### config.mk
export PLATFORM = sky130hd
export DESIGN_NAME = alu_issue
export DESIGN_NICKNAME = d
export VERILOG_FILES = /design/src/rtl/alu_issue.sv
export SDC_FILE = /design/constraint.sdc
export NUM_CORES = 1
export LEC_CHECK = 0
export CAP_MARGIN = 20
export CORE_ASPECT_RATIO = 1.75
export CORE_MARGIN = 10
export CORE_UTILIZATION = 28
export CTS_BUF_LIST = sky130_fd_sc_hd__clkbuf_16
export DETAILED_ROUTE_END_ITERATION = 7
export SYNTH_ARGS = -nofsm -noshare
export SYNTH_HDL_FRONTEND = slang
export SYNTH_SLANG_ARGS = --single-unit
### constraint.sdc
create_clock -name clk -period 4 [get_ports clk]
set_input_delay 0.8 -clock clk [delete_from_list [all_inputs] [get_ports clk]]
set_output_delay 0.8 -clock clk [all_outputs]
set_load 0.005 [all_outputs]
### src/rtl/alu_issue.sv
//==============================================================================
// Module   : alu_issue
// Purpose  : Initiator-side sequencer for the bit-serial ALU start/done
//            command interface. Accepts one decoded OP / OP-IMM transaction,
//            derives the ALU op and operand B, issues a single start pulse,
//            waits for done and returns the tagged result over valid/ready.
// Options  : ALU_ISSUE_TIMEOUT_EN - enables the WAIT-state watchdog
//            (TIMEOUT_CYCLES) and the out_timeout flag.
// Revision : 1.0 - initial release
//==============================================================================
`default_nettype none

module alu_issue #(
    parameter int TIMEOUT_CYCLES = 96
) (
    input  logic        clk,
    input  logic        rst,
    input  logic        in_valid,
    output logic        in_ready,
    input  logic [31:0] instr,
    input  logic [31:0] rs1_val,
    input  logic [31:0] rs2_val,
    output logic [31:0] alu_rs1,
    output logic [31:0] alu_rs2,
    output logic [3:0]  alu_op,
    output logic        alu_start,
    input  logic        alu_done,
    input  logic [31:0] alu_rd,
    output logic        out_valid,
    input  logic        out_ready,
    output logic [4:0]  out_rd_idx,
    output logic [31:0] out_result,
    output logic        out_illegal,
    output logic        out_timeout
);

    localparam logic [6:0] OPC_OP     = 7'b0110011;
    localparam logic [6:0] OPC_OP_IMM = 7'b0010011;
    localparam logic [6:0] F7_BASE    = 7'b0000000;
    localparam logic [6:0] F7_ALT     = 7'b0100000;

    typedef enum logic [1:0] {
        ST_IDLE  = 2'd0,
        ST_ISSUE = 2'd1,
        ST_WAIT  = 2'd2,
        ST_RESP  = 2'd3
    } state_t;

    // The watchdog counter is 8 bits wide and must outlast the 64-cycle ALU.
    if ((TIMEOUT_CYCLES <= 64) || (TIMEOUT_CYCLES > 255)) begin : g_timeout_range_check
        $error("alu_issue: TIMEOUT_CYCLES must be in the range 65..255");
    end

    state_t      state_q,       state_d;
    logic        alu_start_q,   alu_start_d;
    logic [3:0]  alu_op_q,      alu_op_d;
    logic [31:0] alu_rs1_q,     alu_rs1_d;
    logic [31:0] alu_rs2_q,     alu_rs2_d;
    logic        out_valid_q,   out_valid_d;
    logic [4:0]  out_rd_idx_q,  out_rd_idx_d;
    logic [31:0] out_result_q,  out_result_d;
    logic        out_illegal_q, out_illegal_d;

`ifdef ALU_ISSUE_TIMEOUT_EN
    localparam logic [7:0] TIMEOUT_LIMIT = 8'(TIMEOUT_CYCLES);
    logic [7:0]  wait_cnt_q,    wait_cnt_d;
    logic        out_timeout_q, out_timeout_d;
`endif

    // Decode results for the instruction currently offered on the input.
    logic        dec_legal;
    logic [3:0]  dec_op;
    logic [31:0] dec_rs2;

    wire [6:0] w_opcode = instr[6:0];
    wire [2:0] w_func3  = instr[14:12];
    wire [6:0] w_func7  = instr[31:25];

    // The rs1 field is resolved upstream; only its value arrives here.
    logic unused_rs1_field;
    assign unused_rs1_field = ^instr[19:15];

    // Map OP / OP-IMM encodings to {sub/arith, func3} and select operand B.
    always_comb begin
        dec_legal = 1'b0;
        dec_op    = 4'd0;
        dec_rs2   = rs2_val;
        case (w_opcode)
            OPC_OP: begin
                dec_rs2 = rs2_val;
                if (w_func7 == F7_BASE) begin
                    dec_legal = 1'b1;
                    dec_op    = {1'b0, w_func3};
                end else if ((w_func7 == F7_ALT) &&
                             ((w_func3 == 3'b000) || (w_func3 == 3'b101))) begin
                    dec_legal = 1'b1;
                    dec_op    = {1'b1, w_func3};
                end
            end
            OPC_OP_IMM: begin
                case (w_func3)
                    3'b001: begin
                        dec_rs2 = {27'd0, instr[24:20]};
                        if (w_func7 == F7_BASE) begin
                            dec_legal = 1'b1;
                            dec_op    = 4'b0001;
                        end
                    end
                    3'b101: begin
                        dec_rs2 = {27'd0, instr[24:20]};
                        if (w_func7 == F7_BASE) begin
                            dec_legal = 1'b1;
                            dec_op    = 4'b0101;
                        end else if (w_func7 == F7_ALT) begin
                            dec_legal = 1'b1;
                            dec_op    = 4'b1101;
                        end
                    end
                    default: begin
                        dec_legal = 1'b1;
                        dec_op    = {1'b0, w_func3};
                        dec_rs2   = {{20{instr[31]}}, instr[31:20]};
                    end
                endcase
            end
            default: begin
                dec_legal = 1'b0;
            end
        endcase
    end

    // Next-state and registered-output computation for the sequencer.
    always_comb begin
        state_d       = state_q;
        alu_start_d   = 1'b0;
        alu_op_d      = alu_op_q;
        alu_rs1_d     = alu_rs1_q;
        alu_rs2_d     = alu_rs2_q;
        out_valid_d   = out_valid_q;
        out_rd_idx_d  = out_rd_idx_q;
        out_result_d  = out_result_q;
        out_illegal_d = out_illegal_q;
`ifdef ALU_ISSUE_TIMEOUT_EN
        wait_cnt_d    = wait_cnt_q;
        out_timeout_d = out_timeout_q;
`endif
        case (state_q)
            ST_IDLE: begin
                if (in_valid) begin
                    out_rd_idx_d  = instr[11:7];
                    out_result_d  = 32'd0;
                    out_illegal_d = ~dec_legal;
`ifdef ALU_ISSUE_TIMEOUT_EN
                    out_timeout_d = 1'b0;
`endif
                    if (dec_legal) begin
                        alu_op_d    = dec_op;
                        alu_rs1_d   = rs1_val;
                        alu_rs2_d   = dec_rs2;
                        alu_start_d = 1'b1;
                        state_d     = ST_ISSUE;
                    end else begin
                        // Illegal instructions skip the ALU entirely.
                        out_valid_d = 1'b1;
                        state_d     = ST_RESP;
                    end
                end
            end
            ST_ISSUE: begin
`ifdef ALU_ISSUE_TIMEOUT_EN
                wait_cnt_d = 8'd0;
`endif
                state_d = ST_WAIT;
            end
            ST_WAIT: begin
                // A done arriving together with the watchdog limit takes priority.
                if (alu_done) begin
                    out_result_d = alu_rd;
                    out_valid_d  = 1'b1;
                    state_d      = ST_RESP;
                end
`ifdef ALU_ISSUE_TIMEOUT_EN
                else if (wait_cnt_q == TIMEOUT_LIMIT) begin
                    out_result_d  = 32'd0;
                    out_timeout_d = 1'b1;
                    out_valid_d   = 1'b1;
                    state_d       = ST_RESP;
                end else begin
                    wait_cnt_d = wait_cnt_q + 8'd1;
                end
`endif
            end
            ST_RESP: begin
                if (out_ready) begin
                    out_valid_d = 1'b0;
                    state_d     = ST_IDLE;
                end
            end
            default: begin
                state_d = ST_IDLE;
            end
        endcase
    end

    // State and output registers; reset drops any transaction in flight.
    always_ff @(posedge clk or posedge rst) begin
        if (rst) begin
            state_q       <= ST_IDLE;
            alu_start_q   <= 1'b0;
            alu_op_q      <= 4'd0;
            alu_rs1_q     <= 32'd0;
            alu_rs2_q     <= 32'd0;
            out_valid_q   <= 1'b0;
            out_rd_idx_q  <= 5'd0;
            out_result_q  <= 32'd0;
            out_illegal_q <= 1'b0;
        end else begin
            state_q       <= state_d;
            alu_start_q   <= alu_start_d;
            alu_op_q      <= alu_op_d;
            alu_rs1_q     <= alu_rs1_d;
            alu_rs2_q     <= alu_rs2_d;
            out_valid_q   <= out_valid_d;
            out_rd_idx_q  <= out_rd_idx_d;
            out_result_q  <= out_result_d;
            out_illegal_q <= out_illegal_d;
        end
    end

`ifdef ALU_ISSUE_TIMEOUT_EN
    // Watchdog counter and timeout flag registers.
    always_ff @(posedge clk or posedge rst) begin
        if (rst) begin
            wait_cnt_q    <= 8'd0;
            out_timeout_q <= 1'b0;
        end else begin
            wait_cnt_q    <= wait_cnt_d;
            out_timeout_q <= out_timeout_d;
        end
    end

    assign out_timeout = out_timeout_q;
`else
    assign out_timeout = 1'b0;
`endif

    assign in_ready    = (state_q == ST_IDLE);
    assign alu_start   = alu_start_q;
    assign alu_op      = alu_op_q;
    assign alu_rs1     = alu_rs1_q;
    assign alu_rs2     = alu_rs2_q;
    assign out_valid   = out_valid_q;
    assign out_rd_idx  = out_rd_idx_q;
    assign out_result  = out_result_q;
    assign out_illegal = out_illegal_q;

endmodule

`default_nettype wire
Yosys cells after proc, flatten, opt, wreduce, memory -nomap -nowiden
Index checks and enable logic that the tools add are counted.
{"block": "totals", "out_inout_bits": 110, "inputBits": 133, "register_bits": 110, "elab_cells": 67}
{"block": "classes", "reduce_logical": 13, "n_eq_ne": 12, "bitwise_logic": 1, "n_mux": 32}
{"op": "$mux 32", "n": 4}
{"op": "$pmux 32 s2", "n": 1}
{"op": "$mux 4", "n": 4}
{"op": "$pmux 4 s2", "n": 2}
{"op": "$eq 7x6->1 const B", "n": 2}
{"op": "$mux 1", "n": 13}
{"op": "$reduce_and 3->1", "n": 3}
{"op": "$mux 2", "n": 4}
{"op": "$ne 2x2->1 const B", "n": 4}
{"op": "$pmux 2 s4", "n": 1}
{"op": "$eq 7x5->1 const B", "n": 1}
{"op": "$logic_not 7->1", "n": 1}
{"op": "$reduce_and 5->1", "n": 1}
{"op": "$eq 2x2->1 const B", "n": 2}
{"op": "$pmux 1 s2", "n": 2}
{"op": "$eq 3x1->1 const B", "n": 1}
{"op": "$eq 3x3->1 const B", "n": 1}
{"op": "$logic_not 3->1", "n": 1}
{"op": "$pmux 1 s3", "n": 1}
{"op": "$reduce_bool 3->1", "n": 1}
{"op": "$eq 2x1->1 const B", "n": 1}
{"op": "$logic_not 2->1", "n": 1}
{"op": "$reduce_and 2->1", "n": 1}
{"op": "$reduce_bool 2->1", "n": 1}
{"op": "4 further kinds", "n": 4}

Logic depth before layout (Yosys ltp)
{"block": "logic_depth", "word_depth": 9, "ltp_mapped": 8, "ltp_nobuf": 7}

Least setup slack after synthesis
Ideal clock, no wire load.
{"block": "synth_timing", "path_kind": "input-to-reg", "start": "input port instr[6]", "end": "register alu_rs1_q[28] (netlist: alu_rs1[28])", "stages": 5, "n_path_buf": 1, "setup_time_ns": 0.125, "path_slack_ns": 1.576, "required_time_ns": 3.875, "arrival_time_ns": 2.299, "cell_sequence": "nand4b_1 or3_1 o31ai_4 buf_4 mux2_2"}
{"block": "synth_between", "elab_chain_cells": 3, "elab_cells_between_ends": 4, "cone_classes": "eq/ne (2); mux (1); reduce/logical (1)"}
{"element": "start: declaration", "line_no": "20", "rtl": "input logic [31:0] instr,"}
{"element": "$eq 7x5->1 / $eq 7x6->1 (equally long branches)", "line_no": "88", "rtl": "case (w_opcode)"}
{"element": "$pmux 1 s2 *", "line_no": "88"}
{"element": "$reduce_and 3->1 (no line) *"}
{"element": "end signal: assignment", "line_no": "221", "rtl": "alu_rs1_q <= alu_rs1_d;"}
{"element": "end: declaration", "line_no": "57", "rtl": "logic [31:0] alu_rs1_q, alu_rs1_d;"}
Every way passes the cells marked *; elsewhere a longest branch is shown, timed or not.
A chain may end at the register's enable or synchronous reset.

Worst setup path after layout
{"block": "layout_timing", "start": "input port instr[26]", "end": "register alu_rs1_q[5] (netlist: alu_rs1[5])"}
{"block": "layout_between", "elab_chain_cells": 6, "elab_cells_between_ends": 11, "cone_classes": "eq/ne (1); mux (7); reduce/logical (3)"}
{"element": "$eq 7x6->1", "line_no": "94, 114"}
{"element": "$mux 1 / $logic_and 1x1->1 (equally long branches)", "line_no": "114, 94"}
{"element": "$mux 1, on equally long branches", "line_no": "111, 94"}
{"element": "$pmux 1 s2 / $mux 1 (equally long branches)", "line_no": "101, 91"}
{"element": "$pmux 1 s2 *", "line_no": "88"}
{"element": "$reduce_and 3->1 (no line) *"}
Marked as above.

==> results.cfg <==
[routing]
drc = 0
drt_wl_total_um = 15500
drt_pass1_iterations = 4
drtIter0Drc = 125
antenna_left = 0
vias = 3748
vias_per_cell = 4.57
drt-wirelength-per-cell_um = 18.8

[hold_path]
min_path_cells = 1
hp-class = flip-flop to flip-flop

[cells_and_area]
drive_above_1_share_pct = 12.7
n_antenna_cell = 0
area_growth_pct = 62.8
fin_cells = 821
fin_nets = 730

[place]
dp.cells = 805
portBuffers = 236
gp_congestion = 0.724
place_hpwl_um = 12000

[floorplan]
rows = 62
die_w_um = 117
die-area_um2 = 22400
core_um2 = 16400
start_util_pct = 28.4
io_pins = 243
dieHeight_um = 191

[cts]
cts_root_buf = clkbuf_16
post_cts_buffers = 0
hold_buffers = 0
clkLatencyLatePin_ps = 350
cts_buffer_depth = 2
htreeDepth = 3
clkTransAtPathRegs_ps = 70
cts_sinks = 110
cts_buffers = 9
cts_tree = done
cts_resized = 0

[timing]
min_period_over_period_pct = 75.6
setup_viol = 0
rsz0062_at_grt = no
finalClockSkew_ps = 6.93
relSlewSlack_pct = 42.3
period_minus_slack_ps = 3020
drv_slew = 0
hold_viol = 0
tightest_slew_ps = 865
fmax_mhz = 331
tns_ps = 0

[worst_setup_path]
worst_path_max_delay_cell = nor4_1
cp.depth = 6
critPathCaptureType = flip-flop
rr_worst_depth = 6
max_stage_delay_ps = 660
cp-start-kind = input pin
crit_chain = clkdlybuf4s50_1, nor4_1, nand4_1, o31ai_4, buf_12, mux2_2
critical_path_required_ps = 4220
arrival_ps = 3250
cp_top_family = simple AND/OR/NAND/NOR gates
crit_type = input pin to flip-flop
critical_path.max_fanout = 69
path_buf_inv = 2

[synthesis]
yosysTopAreaCellShare_pct = 59.2
synth_edf_count = 0
synth.most_common_cell = dfrtp_1
ys_top_cells_by_count = 110 x dfrtp_1, 50 x mux2_2, 34 x inv_1
synth_seq_cells = 110
synth_top_area_cell = dfrtp_1
synthesis.nets = 498
synth_cell_type_count = 34
synth_warnings = 0
synth_cells = 361
yosysSeqAreaShare_pct = 59.2
synth_area_leaders = dfrtp_1 59%, mux2_2 12%, a22o_1 6.0%
synth_area_um2 = 4650
synthFlopType = dfrtp_1
avgSynthCellArea_um2 = 12.9
synth-async-reset-ratio_pct = 100

[job]
maxCapViolCount = 0

[grt]
grt_start_max_net_pins = 70
grt_antenna_before_repair = 0
grt_pass1_wl_um = 24100
overflow = 0
grt.total_usage_pct = 13.5
grt_pass1_vias = 4110

[power_and_ir_drop]
p_per_area_nw_per_um2 = 473
p_leak_nw = 3.33
peakVddDrop_mv = 0.311

[outcome]
status = finished, final reports clean
==> placed cells by master (no fill, tap or decap), types with 2 or more instances in the layout <==
cell type,instances
mux2_2,50
clkbuf_16,9
and3_1,8
mux2i_1,28
nor2_1,4
buf_4,4
inv_1,33
a22o_1,32
dfrtp_1,110
buf_12,2
nand4_1,2
o211ai_1,3
nand2b_1,5
o21ai_0,5
ha_1,4
a21oi_1,30
nand2_1,5
nor3_1,2
clkdlybuf4s50_1,236
==> routing by layer <==
layer,GRT usage (%),wire length (um),part of all wire [%]
met2,24.8,8520,55
met4,4.06,260,1.7
met3,4.54,1020,6.6
met5,0,0,0
met1,14.2,5670,37
==> worst register-to-register path: stages (launching register included) <==
cell and delay (ps):
dfrtp_1 420, inv_1 100, ha_1 360, nand4_1 210, o31ai_4 260, buf_12 400, mux2_2 430
==> area by class of cell <==
cell class / instances / area [um^2]
fillers: 1520 / 8790
flip-flops and latches: 110 / 2750
repair buffers: 243 / 2460
multi-input cells: 195 / 1660
well taps: 224 / 280
clock buffers: 9 / 225
inverters: 34 / 130
clock inverters: 6 / 70.1
==> cells by family (layout without fill, tap and decap cells) <==
logic type | Yosys count | after routing | synth area share (%)
compound gates | 77 | 77 | 11.8
simple gates | 34 | 34 | 4.17
buf+inv | 56 | 292 | 5.32
flops | 110 | 110 | 59.2
mux | 79 | 79 | 18.4
other cells | 1 | 1 | 0.0806
fa+ha+maj | 4 | 4 | 1.08
==> where the power goes <==
part,internal (W),switching [W],total [W]
registers,0.00134,0.000127,0.00147
logic,0.000740,0.000464,0.00120
clock network,0.000489,0.000420,0.000909
==> per-stage QoR <==
step / hold WS [ps] / util (%) / instance area, um^2 / worst slack, ps / total power [W]
after CTS: 496 / 46.1 / 7550 / 960 / 0.00363
after global placement: 470 / 44.3 / 7250 / 695 / 0.00265
after floorplan: 483 / - / 4650 / 298 / 0.00194
final: 486 / 46.3 / 7580 / 975 / 0.00358
after global routing: 524 / 46.3 / 7580 / 869 / 0.00380
after detailed placement: 478 / 44.3 / 7250 / 595 / 0.00269
==> state kept, by name (all words and copies together) (netlist names) <==
name,cells
state_q,2
alu_rs2,32
alu_start,1
alu_op,4
out_illegal,1
alu_rs1,32
out_rd_idx,5
out_valid,1
out_result,32
==> path summary, 6_finish.rpt <==
path                              from           to  slack, ps
setup / recovery             instr[26]   alu_rs1[5]        980
hold / removal             alu_rs1[13]  alu_rs1[13]        490
setup reg to reg            state_q[0]   alu_rs1[5]       1700
hold reg to reg            alu_rs1[13]  alu_rs1[13]        490
max in group asynchronous          rst   alu_rs1[5]       2240
min in group asynchronous          rst  alu_rs1[28]       1010
No activity file was read; power rests on OpenSTA's default activity.
